--- config.mk ---
export PLATFORM = sky130hd
export DESIGN_NAME = nibble_packer
export DESIGN_NICKNAME = d
export VERILOG_FILES = /design/src/rtl/nibble_packer.sv
export SDC_FILE = /design/constraint.sdc
export NUM_CORES = 1
export LEC_CHECK = 0
export ABC_AREA = 1
export CAP_MARGIN = 20
export CORE_MARGIN = 2
export CORE_UTILIZATION = 55
export DETAILED_ROUTE_END_ITERATION = 10
export HOLD_SLACK_MARGIN = 0.1
export PLACE_DENSITY = 0.81
export SYNTH_ARGS = -nofsm -noshare
export SYNTH_HDL_FRONTEND = slang
export SYNTH_SLANG_ARGS = --single-unit
--- constraint.sdc ---
create_clock -name CLK -period 5.1 [get_ports CLK]
set_clock_uncertainty 0.2 [all_clocks]
set_input_delay 1.02 -clock CLK [delete_from_list [all_inputs] [get_ports CLK]]
set_output_delay 1.02 -clock CLK [all_outputs]
set_load 0.05 [all_outputs]
--- src/rtl/nibble_packer.sv ---
// Assembles up to four tagged nibbles per cycle into two 32-bit staging words (A, B).
// Each word is handed downstream through valid/ready once all eight positions are filled.
module nibble_packer (
    input  logic        CLK,
    input  logic        RESET_L,
    input  logic [15:0] NIBBLE_IN,
    input  logic [11:0] POS_IN,
    input  logic [3:0]  SEL_IN,
    input  logic [3:0]  VALID_IN,
    output logic        IN_READY,
    output logic [31:0] DATA_A,
    output logic [31:0] DATA_B,
    output logic [7:0]  MASK_A,
    output logic [7:0]  MASK_B,
    output logic        VALID_A,
    output logic        VALID_B,
    input  logic        READY_A,
    input  logic        READY_B,
    output logic        COLLISION
);

    localparam int unsigned LANES  = 4;
    localparam int unsigned NIB_W  = 4;
    localparam int unsigned POS_W  = 3;
    localparam int unsigned WORD_W = 32;
    localparam int unsigned NPOS   = 8;
    localparam int unsigned NWORDS = 2;

    typedef enum logic {
        FILLING = 1'b0,
        PENDING = 1'b1
    } word_state_e;

    word_state_e                          state_q [NWORDS];
    word_state_e                          state_d [NWORDS];
    logic [NWORDS-1:0][WORD_W-1:0]        data_q, data_d;
    logic [NWORDS-1:0][NPOS-1:0]          mask_q, mask_d;
    logic                                 collision_q, collision_d;
    logic [NWORDS-1:0]                    ready_c;

    assign ready_c  = {READY_B, READY_A};
    assign IN_READY = (state_q[0] == FILLING) && (state_q[1] == FILLING);

    // State register: everything clears immediately on reset, dropping any pending word.
    always_ff @(posedge CLK or negedge RESET_L) begin
        if (!RESET_L) begin
            for (int w = 0; w < NWORDS; w++) begin
                state_q[w] <= FILLING;
            end
            data_q      <= '0;
            mask_q      <= '0;
            collision_q <= 1'b0;
        end else begin
            for (int w = 0; w < NWORDS; w++) begin
                state_q[w] <= state_d[w];
            end
            data_q      <= data_d;
            mask_q      <= mask_d;
            collision_q <= collision_d;
        end
    end

    // Lane writes in ascending order so the highest lane wins a same-position conflict.
    always_comb begin
        data_d      = data_q;
        mask_d      = mask_q;
        collision_d = 1'b0;
        for (int w = 0; w < NWORDS; w++) begin
            state_d[w] = state_q[w];
        end

        if (IN_READY) begin
            for (int i = 0; i < LANES; i++) begin
                if (VALID_IN[i]) begin
                    data_d[SEL_IN[i]][{POS_IN[POS_W*i +: POS_W], 2'b00} +: NIB_W] =
                        NIBBLE_IN[NIB_W*i +: NIB_W];
                    mask_d[SEL_IN[i]][POS_IN[POS_W*i +: POS_W]] = 1'b1;
                    for (int j = i + 1; j < LANES; j++) begin
                        if (VALID_IN[j] && (SEL_IN[j] == SEL_IN[i]) &&
                            (POS_IN[POS_W*j +: POS_W] == POS_IN[POS_W*i +: POS_W])) begin
                            collision_d = 1'b1;
                        end
                    end
                end
            end
        end

        // Per-word completion and handoff; mask clears on handoff, data is left stale.
        for (int w = 0; w < NWORDS; w++) begin
            case (state_q[w])
                FILLING: begin
                    if (mask_d[w] == {NPOS{1'b1}}) begin
                        state_d[w] = PENDING;
                    end
                end
                PENDING: begin
                    if (ready_c[w]) begin
                        state_d[w] = FILLING;
                        mask_d[w]  = '0;
                    end
                end
                default: state_d[w] = FILLING;
            endcase
        end
    end

    assign DATA_A    = data_q[0];
    assign DATA_B    = data_q[1];
    assign MASK_A    = mask_q[0];
    assign MASK_B    = mask_q[1];
    assign VALID_A   = (state_q[0] == PENDING);
    assign VALID_B   = (state_q[1] == PENDING);
    assign COLLISION = collision_q;

endmodule

Yosys cells after proc, flatten, opt, wreduce, memory -nomap -nowiden. Cells that the tools add are included.

Bits in latches: 0. Word-level logic and storage cells: 139. Memory bits (writable): 0. Register bits: 83. Memories: 0. Memory bits (read-only): 0. Bits of input ports: 40. Output and inout bits: 84.

Bitwise gates (word level): 6. Add/subtract/negate cells: 4. Eq/ne operators: 14. Reduce and logical (&&, ||, !) cells: 21. Div/mod/pow operators: 0. $mul: 0. Muxes and demuxes: 63. Magnitude comparators: 16. Shifts and indexed selects: 8.

Operators by type and width (count): 64-bit 2-to-1 mux (7); 64-bit bitwise mux (4); 32-bit demux with 1-bit select (4); 16-bit 2-to-1 mux (8); 32-bit 2-to-1 mux (4); 4-bit by 7-bit variable shift with 32-bit output, first input constant (4); 4-bit by 7-bit indexed part select with 32-bit output (4); 8-bit 2-to-1 mux (8); 16-bit OR (4); 8-bit demux with 1-bit select (4); 5-bit negation with 7-bit output (4); 1-bit logical AND (21); 3-bit equality test (6); 1-bit 2-to-1 mux (18); 8-bit equality test, second input constant (2); 3-bit by 4-bit less-than comparator with 1-bit output, second input constant (4); 1-bit demux with 3-bit select (4); 3-bit by 1-bit >= comparator with 1-bit output, second input constant (4); 1-bit by 2-bit less-than comparator with 1-bit output, second input constant (4); 1-bit equality test (6); 1-bit >= comparator, second input constant (4); 1-bit one-hot mux with 2 select lines (2); 1-bit NOT (2).

Longest topological paths before layout.
Depth in word-level cells: 21. Gate-level depth with buffers: 16. Gate-level depth less buffers: 14.

Least setup slack after synthesis. Ideal clock, no wire load.

Path type: input port to flip-flop. Start: input POS_IN[0]. End: register data_q (netlist bit DATA_A[20]). Setup time: 0.068 ns. Cell stages on the path: 16. Required time: 4.832 ns. Arrival: 2.869 ns. Setup slack: 1.963 ns. Buffers on the path: 4. Cell sequence: buf_4 > inv_2 > buf_2 > ha_1 > ha_1 > buf_2 > inv_1 > buf_4 > nand4_2 > inv_1 > nand2_1 > nand3_1 > nand3_1 > nand2_1 > nand3_1 > nand2_1.

Cells in the longest elaborated chain, start to end: 15. Elaborated cells on any way between the ends: 16. Those cells by class: add/sub (1); shift (2); mux (13).

Ends and longest elaborated chain: start, declared (line 7) `input logic [11:0] POS_IN,`; 5-bit negation with 7-bit output (*) (line 76) `NIBBLE_IN[NIB_W*i +: NIB_W];`; 4-bit by 7-bit variable shift with 32-bit output (line 75) `data_d[SEL_IN[i]][{POS_IN[POS_W*i +: POS_W], 2'b00} +: NIB_W] =`; 32-bit 2-to-1 mux (implied by the code) (line 75); 32-bit demux with 1-bit select (line 75); 64-bit bitwise mux (*) (line 75); 64-bit 2-to-1 mux (*) (line 74) `if (VALID_IN[i]) begin`; 64-bit 2-to-1 mux (*) (line 72) `if (IN_READY) begin`; 64-bit bitwise mux (line 75); 64-bit 2-to-1 mux (*) (line 74); 64-bit 2-to-1 mux (*) (line 72); 64-bit bitwise mux (line 75); 64-bit 2-to-1 mux (*) (line 74); 64-bit 2-to-1 mux (*) (line 72); 64-bit bitwise mux (line 75); 64-bit 2-to-1 mux (*) (line 74); end signal, assigned (line 57) `data_q <= data_d;`; end, declared (line 36) `logic [NWORDS-1:0][WORD_W-1:0] data_q, data_d;`.

Every way passes the cells marked *; elsewhere a longest branch is shown, timed or not. The select of a mux whose other input is x is not followed. A chain may end at the register's enable or synchronous reset.

Worst setup path after layout.
Start: input POS_IN[1]. End: register data_q (netlist bit DATA_B[2]).

Same word-level chain as after synthesis.

==> results.tsv <==
metric	value	unit
max_stage_delay	0.78	ns
grt_setup_unrepaired	false	
async_flop_share	100	%
hold_viol	0	
yosysTopAreaCellShare	24.6	%
area_delta_synth_final	19.1	%
route.detailed.drc	0	
outcome	completed	
grt_use_met3	9.06	%
netlist_instances	1447	
synthesis.nets	1502	
dieHeight	128	µm
nets	1604	
cts_made_buffers	9	
synth.distinct_cells	46	
grt_start_max_net_pins	60	
end_kind	flop	
hold_path_class	reg2reg	
cts_root_buffer	clkbuf_16	
via_per_inst	5.85	
clk_latency	0.37	ns
fillCellCount	1433	
cts.clk_slew.worst_paths	0.07	ns
diodes	0	
drive_gt1_share	7.79	%
p_sw_share	54.2	%
cts_hold_buf	0	
grtUsageMet1	52.1	%
power_leakage	5.11	nW
fin_util	66.7	%
overflow	0	
path_cells	clkdlybuf4s50_1 -> inv_1 -> ha_1 -> ha_1 -> inv_1 -> nand3_1 -> nor2_4 -> nand2_2 -> nand2_1 -> nand3_1 -> o211ai_1 -> nand3_1 -> nand2_1 -> nand2_1	
wl_per_cell	18.4	µm
grt_usage	39.9	%
postCtsSetupBuffers	0	
vias	10185	
coreArea	15100	µm²
setup_viol	0	
cts.repair.resized	0	
max_cap_violations	0	
place.gp.congestion	1.02	
dpl_cell_area	9770	µm²
ys_warn_count	0	
hpwl	23.6	mm
synth_area_leaders	dfrtp_1 (25%), nand2_1 (21%), nand3_1 (8.6%), inv_1 (8.1%), nor2_1 (5.9%)	
start_util	56.1	%
period_share	80.2	%
crit_path_start_kind	input pin	
p_comb_share	64.5	%
max_freq	0.245	GHz
crit_buf_inv	3	
synth_top_flop_cell	dfrtp_1	
crit_arrival	4.14	ns
ios	124	
syn_avg_cell_area	5.85	µm²
synth_top_cell_by_area	dfrtp_1	
p_clk_share	13.1	%
rows	45	
yosys-top-cells-count	nand2_1 (469), inv_1 (183), nand3_1 (146)	
cpLargestDelayFamily	buffers and inverters	
drt_iter0_markers	1201	
grt_use_met2	63.0	%
grt_pass1_vias	9605	
ys_seq_area_share	24.6	%
postSynthRegisterBits	83	
wl	32.1	mm
cp.required	5.15	ns
fin_crit	4.09	ns
slowest_stage	clkdlybuf4s50_1	
grt_pass1_wl	50.7	mm
cts_tree	yes	
tightest_slew	1.03	ns
yosysMostFrequentCell	nand2_1	
switchingPower	2.93	mW
p_int	2.48	mW
final_cell_area	10100	µm²
port-buffer-count	123	
crit_type	in2reg	
busiest_layer	met2	
htree_levels	3	
p_total	5.41	mW
power_density	538	nW/µm²
cts_sinks	83	
drt-pass1-iter-count	8	
antenna_found_initial	0	
drv_slew	0	
relSlewSlack	31.1	%
die_x	128	µm
die_area	16400	µm²
peakVddDrop	0.487	mV
seq_power_share	22.4	%
clock_path_buffers	2	
postRouteAntennaNets	0	
setup_tns	0	ns
crit_path_max_fanout	11	
synth-edff-count	0	
netlist_area	8460	µm²
layout make-up:
type / count / area (µm²) / area share, %
Clock buffer: 11 / 243 / 2.41
Clock inverter: 5 / 61.3 / 0.609
Inverter: 217 / 822 / 8.16
Multi-Input combinational cell: 1107 / 5340 / 53.1
Sequential cell: 83 / 2080 / 20.6
Tap cell: 188 / 235 / 2.34
Timing Repair Buffer: 131 / 1290 / 12.8
layer usage:
metal	vias up	part of all wire [%]
met1	4632	40
met3	113	11
met2	600	44
li1	4840	-
met5	-	0
met4	0	4.4
placed cells by master (no fill, tap or decap), drive strengths merged, types with 2 or more instances in the layout:
master         instances
ha                    15
dfrtp                 83
o22ai                  7
buf                    9
nor3                  13
nand4                 21
o21ai                115
clkbuf                11
xnor2                  4
clkdlybuf4s50        122
a21oi                 89
clkinv                 5
clkinvlp               3
nand2                487
nand3                150
inv                  213
o21bai                 6
o211ai                27
nand3b                 5
nor2                 161
a22oi                  2
registers in the layout (all words and copies together) (netlist names):
signal and cells:
VALID_B 1, DATA_A 32, VALID_A 1, MASK_A 8, MASK_B 8, DATA_B 32, COLLISION 1
power groups by stage:
stage,clock (mW),sequential (mW),combinational [mW]
6_report,0.710,1.21,3.49
5_1_grt,0.740,1.25,3.81
4_1_cts,0.701,1.21,3.47
3_5_place_dp,0,1.22,3.46
3_3_place_gp,0,1.21,3.41
2_1_floorplan,0,2.18,1.44
cells by family after synthesis:
family	synth area share, %
DFF	24.6
AOI/OAI and AO/OA	16.3
adders and majority gates	2.22
xor gates and xnor gates	0.518
and+or+nand+nor	44.1
buffers and inverters	12.3
through the flow:
step | std cells | setup slack (ns) | hold slack (ns)
after floorplan | 1447 | 1.96 | 0.524
after global placement | 1726 | 0.822 | 0.284
after detailed placement | 1726 | 0.684 | 0.293
after CTS | 1742 | 1.04 | 0.312
after global routing | 1742 | 0.716 | 0.329
final | 1742 | 1.01 | 0.312
worst register-to-register path: stages (launching register included):
cell and delay (ns):
dfrtp_1 0.45, nor2_4 0.26, buf_4 0.48, inv_2 0.56
a21oi_1 0.28, nand2_1 0.09, nand2_1 0.06
final timing paths:
| check | startpoint | end | slack (ns) | cells after the start |
|---|---|---|---|---|
| worst min-delay path | DATA_A[11]$_DFFE_PN0P_ | DATA_A[11]$_DFFE_PN0P_ | 0.31 | 2 |
| worst max-delay path | POS_IN[1] | DATA_B[2]$_DFFE_PN0P_ | 1.01 | 14 |
| worst max register to register | VALID_A$_DFF_PN0_ | DATA_A[6]$_DFFE_PN0P_ | 2.66 | 6 |
| min in group asynchronous | RESET_L | MASK_B[4]$_DFF_PN0_ | 0.47 | 1 |
| worst min register to register | DATA_A[11]$_DFFE_PN0P_ | DATA_A[11]$_DFFE_PN0P_ | 0.31 | 2 |
| max in group asynchronous | RESET_L | DATA_A[14]$_DFFE_PN0P_ | 3.31 | 2 |
(Power assumes the default switching activity.)
==> variant: new RTL, same settings <==
`data_q` no longer has a reset.
--- a/src/rtl/nibble_packer.sv
+++ b/src/rtl/nibble_packer.sv
@@ -47,17 +47,19 @@
             for (int w = 0; w < NWORDS; w++) begin
                 state_q[w] <= FILLING;
             end
-            data_q      <= '0;
             mask_q      <= '0;
             collision_q <= 1'b0;
         end else begin
             for (int w = 0; w < NWORDS; w++) begin
                 state_q[w] <= state_d[w];
             end
-            data_q      <= data_d;
             mask_q      <= mask_d;
             collision_q <= collision_d;
         end
+    end
+
+    always_ff @(posedge CLK) begin
+        data_q <= data_d;
     end
 
     // Lane writes in ascending order so the highest lane wins a same-position conflict.
Behaviour: not the same (a bounded check fails within 4 cycles, from zero or initial values and one cycle with RESET_L low).
==> variant against the unedited design <==
  * Sequential cell count unchanged
  * Non-clock buffer count down 3
  * Worst setup slack better by 0.17 ns
  * Wire length down 15%
  * Area after synthesis down 8.6%
  * Clock power up 11%
  * Total power down 1.6%
  * Final area down 6.8%
==> variant: results (changes against the unedited design) <==
[detailed_routing]
drt_first_pass_iters = 7  ; -1
avgRoutedWirePerCell_um = 18.2  ; -1.3%
first_iter_violations = 1261  ; +5.0%
finalWirelength_um = 27200  ; -15%

[min_path]
holdPathEnd = MASK_A[6]$_DFF_PN0_
min_from = MASK_A[6]$_DFF_PN0_

[clocking]
post_cts_buffers = 0  ; unchanged

[global_route]
grt_pass1_vias = 8042  ; -16%
global_route.usage.total_pct = 37.0  ; -2.9 points
grt_pass1_wl_um = 42400  ; -16%
pin_count_of_the_biggest_net_entering_global_routing = 81  ; +35%

[layout]
post_route_cells_drive_above_1_share_pct = 7.15  ; -0.63 points
num-nets-final = 1364  ; -15%
fillerInstances = 1264  ; -12%

[critical_path]
regToRegEndpoint = VALID_A$_DFF_PN0_
worst_r2r_path_depth = 8  ; +2
crit_arrival_ns = 3.94  ; -0.20 ns
critical-path-max-stage-delay_ns = 0.85  ; +0.07 ns
worst-path-max-fanout = 9  ; -2
setup.worst_path.start = POS_IN[1]
cp_slowest_cell = sky130_fd_sc_hd__clkdlybuf4s50_1
regToRegSetupSlack_ns = 2.43  ; -0.23 ns

[placement]
detailed_place_hpwl_um = 19800  ; -16%
dpl_worst_slack_ns = 0.925  ; +0.241 ns
dpl.cell_count = 1478  ; -14%
gp_congestion = 1.02  ; -0.22%

[pwr]
internal_power_mw = 2.69  ; +8.3%
power.ir.vdd_worst_mv = 0.647  ; +33%
power.static_leakage_nw = 4.23  ; -17%

[timing]
slew_headroom_pct = 27.0  ; -4.1 points
post-route-period-util_pct = 76.8  ; -3.4 points
worst_hold_slack_ns = 0.341  ; +0.0290 ns

[yosys]
synth_enable_flop_cells = 64  ; +64
ys_async_sr_fraction_pct = 22.9  ; -77 points
yosysWarningCount = 0  ; unchanged
netlist_instances = 1204  ; -17%
netlist-cell-type-count = 39  ; -15%

[run_status]
status = complete, no violations

==> variant: how the worst max path moves through the flow <==
| stage | end | cells past startpoint |
|---|---|---|
| after global routing | DATA_B[10]$_DFFE_PP_ | 9 |
| final | DATA_B[10]$_DFFE_PP_ | 9 |
| after floorplan | IN_READY | 2 |
| after global placement | DATA_A[28]$_DFFE_PP_ | 12 |
| after detailed placement | DATA_A[28]$_DFFE_PP_ | 12 |
| after CTS | DATA_A[28]$_DFFE_PP_ | 12 |
==> variant: routing by layer <==
metal / vias to the layer above / wire length (µm) / GRT usage (%) / part of all wire, %
met3: 144 / 3230 / 7.20 / 12
met5: - / 0 / 0 / 0
met2: 679 / 12100 / 57.7 / 45
met1: 4016 / 10200 / 47.6 / 38
li1: 4168 / - / - / -
met4: 0 / 1580 / 22.1 / 5.8
==> variant: final cells by class <==
cell class / instances / area share [%]
inverters: 154 / 6.19
well taps: 180 / 2.40
multi-input cells: 933 / 48.5
flip-flops and latches: 83 / 25.5
diodes: 1 / 0.0267
repair buffers: 128 / 13.5
clock buffers: 12 / 3.20
clock inverters: 4 / 0.600
==> variant: logic make-up (layout without fill, tap and decap cells) <==
family / Yosys count / after routing / share of synthesized area, %
AO/OA/AOI/OAI: 238 / 238 / 17.3
buffers and inverters: 188 / 298 / 10.2
AND/OR/NAND/NOR: 673 / 673 / 38.3
flip-flops: 83 / 83 / 31.0
other: 0 / 1 / 0
adder cells (fa/ha/maj): 15 / 15 / 2.43
XOR/XNOR: 7 / 7 / 0.793
==> variant: power by group through the flow <==
stage | registers [mW] | logic [mW] | clock network [mW]
5_1_grt | 1.48 | 3.29 | 0.815
6_report | 1.45 | 3.09 | 0.787
4_1_cts | 1.45 | 3.08 | 0.786
3_3_place_gp | 1.45 | 3.05 | 0
2_1_floorplan | 2.61 | 0.921 | 0
3_5_place_dp | 1.45 | 3.07 | 0
==> variant: per-stage QoR <==
step / power, mW / area [µm²]
after CTS: 5.32 / 9380
final: 5.33 / 9390
after global placement: 4.49 / 9030
after floorplan: 3.54 / 7730
after global routing: 5.59 / 9380
after detailed placement: 4.52 / 9030
==> variant: worst max-delay path, delay by kind of cell <==
kind | cells | cell delay [ns]
buffers and inverters | 3 | 1.17
AOI/OAI and AO/OA | 2 | 0.43
adders and majority gates | 1 | 0.50
and+or+nand+nor | 3 | 0.81
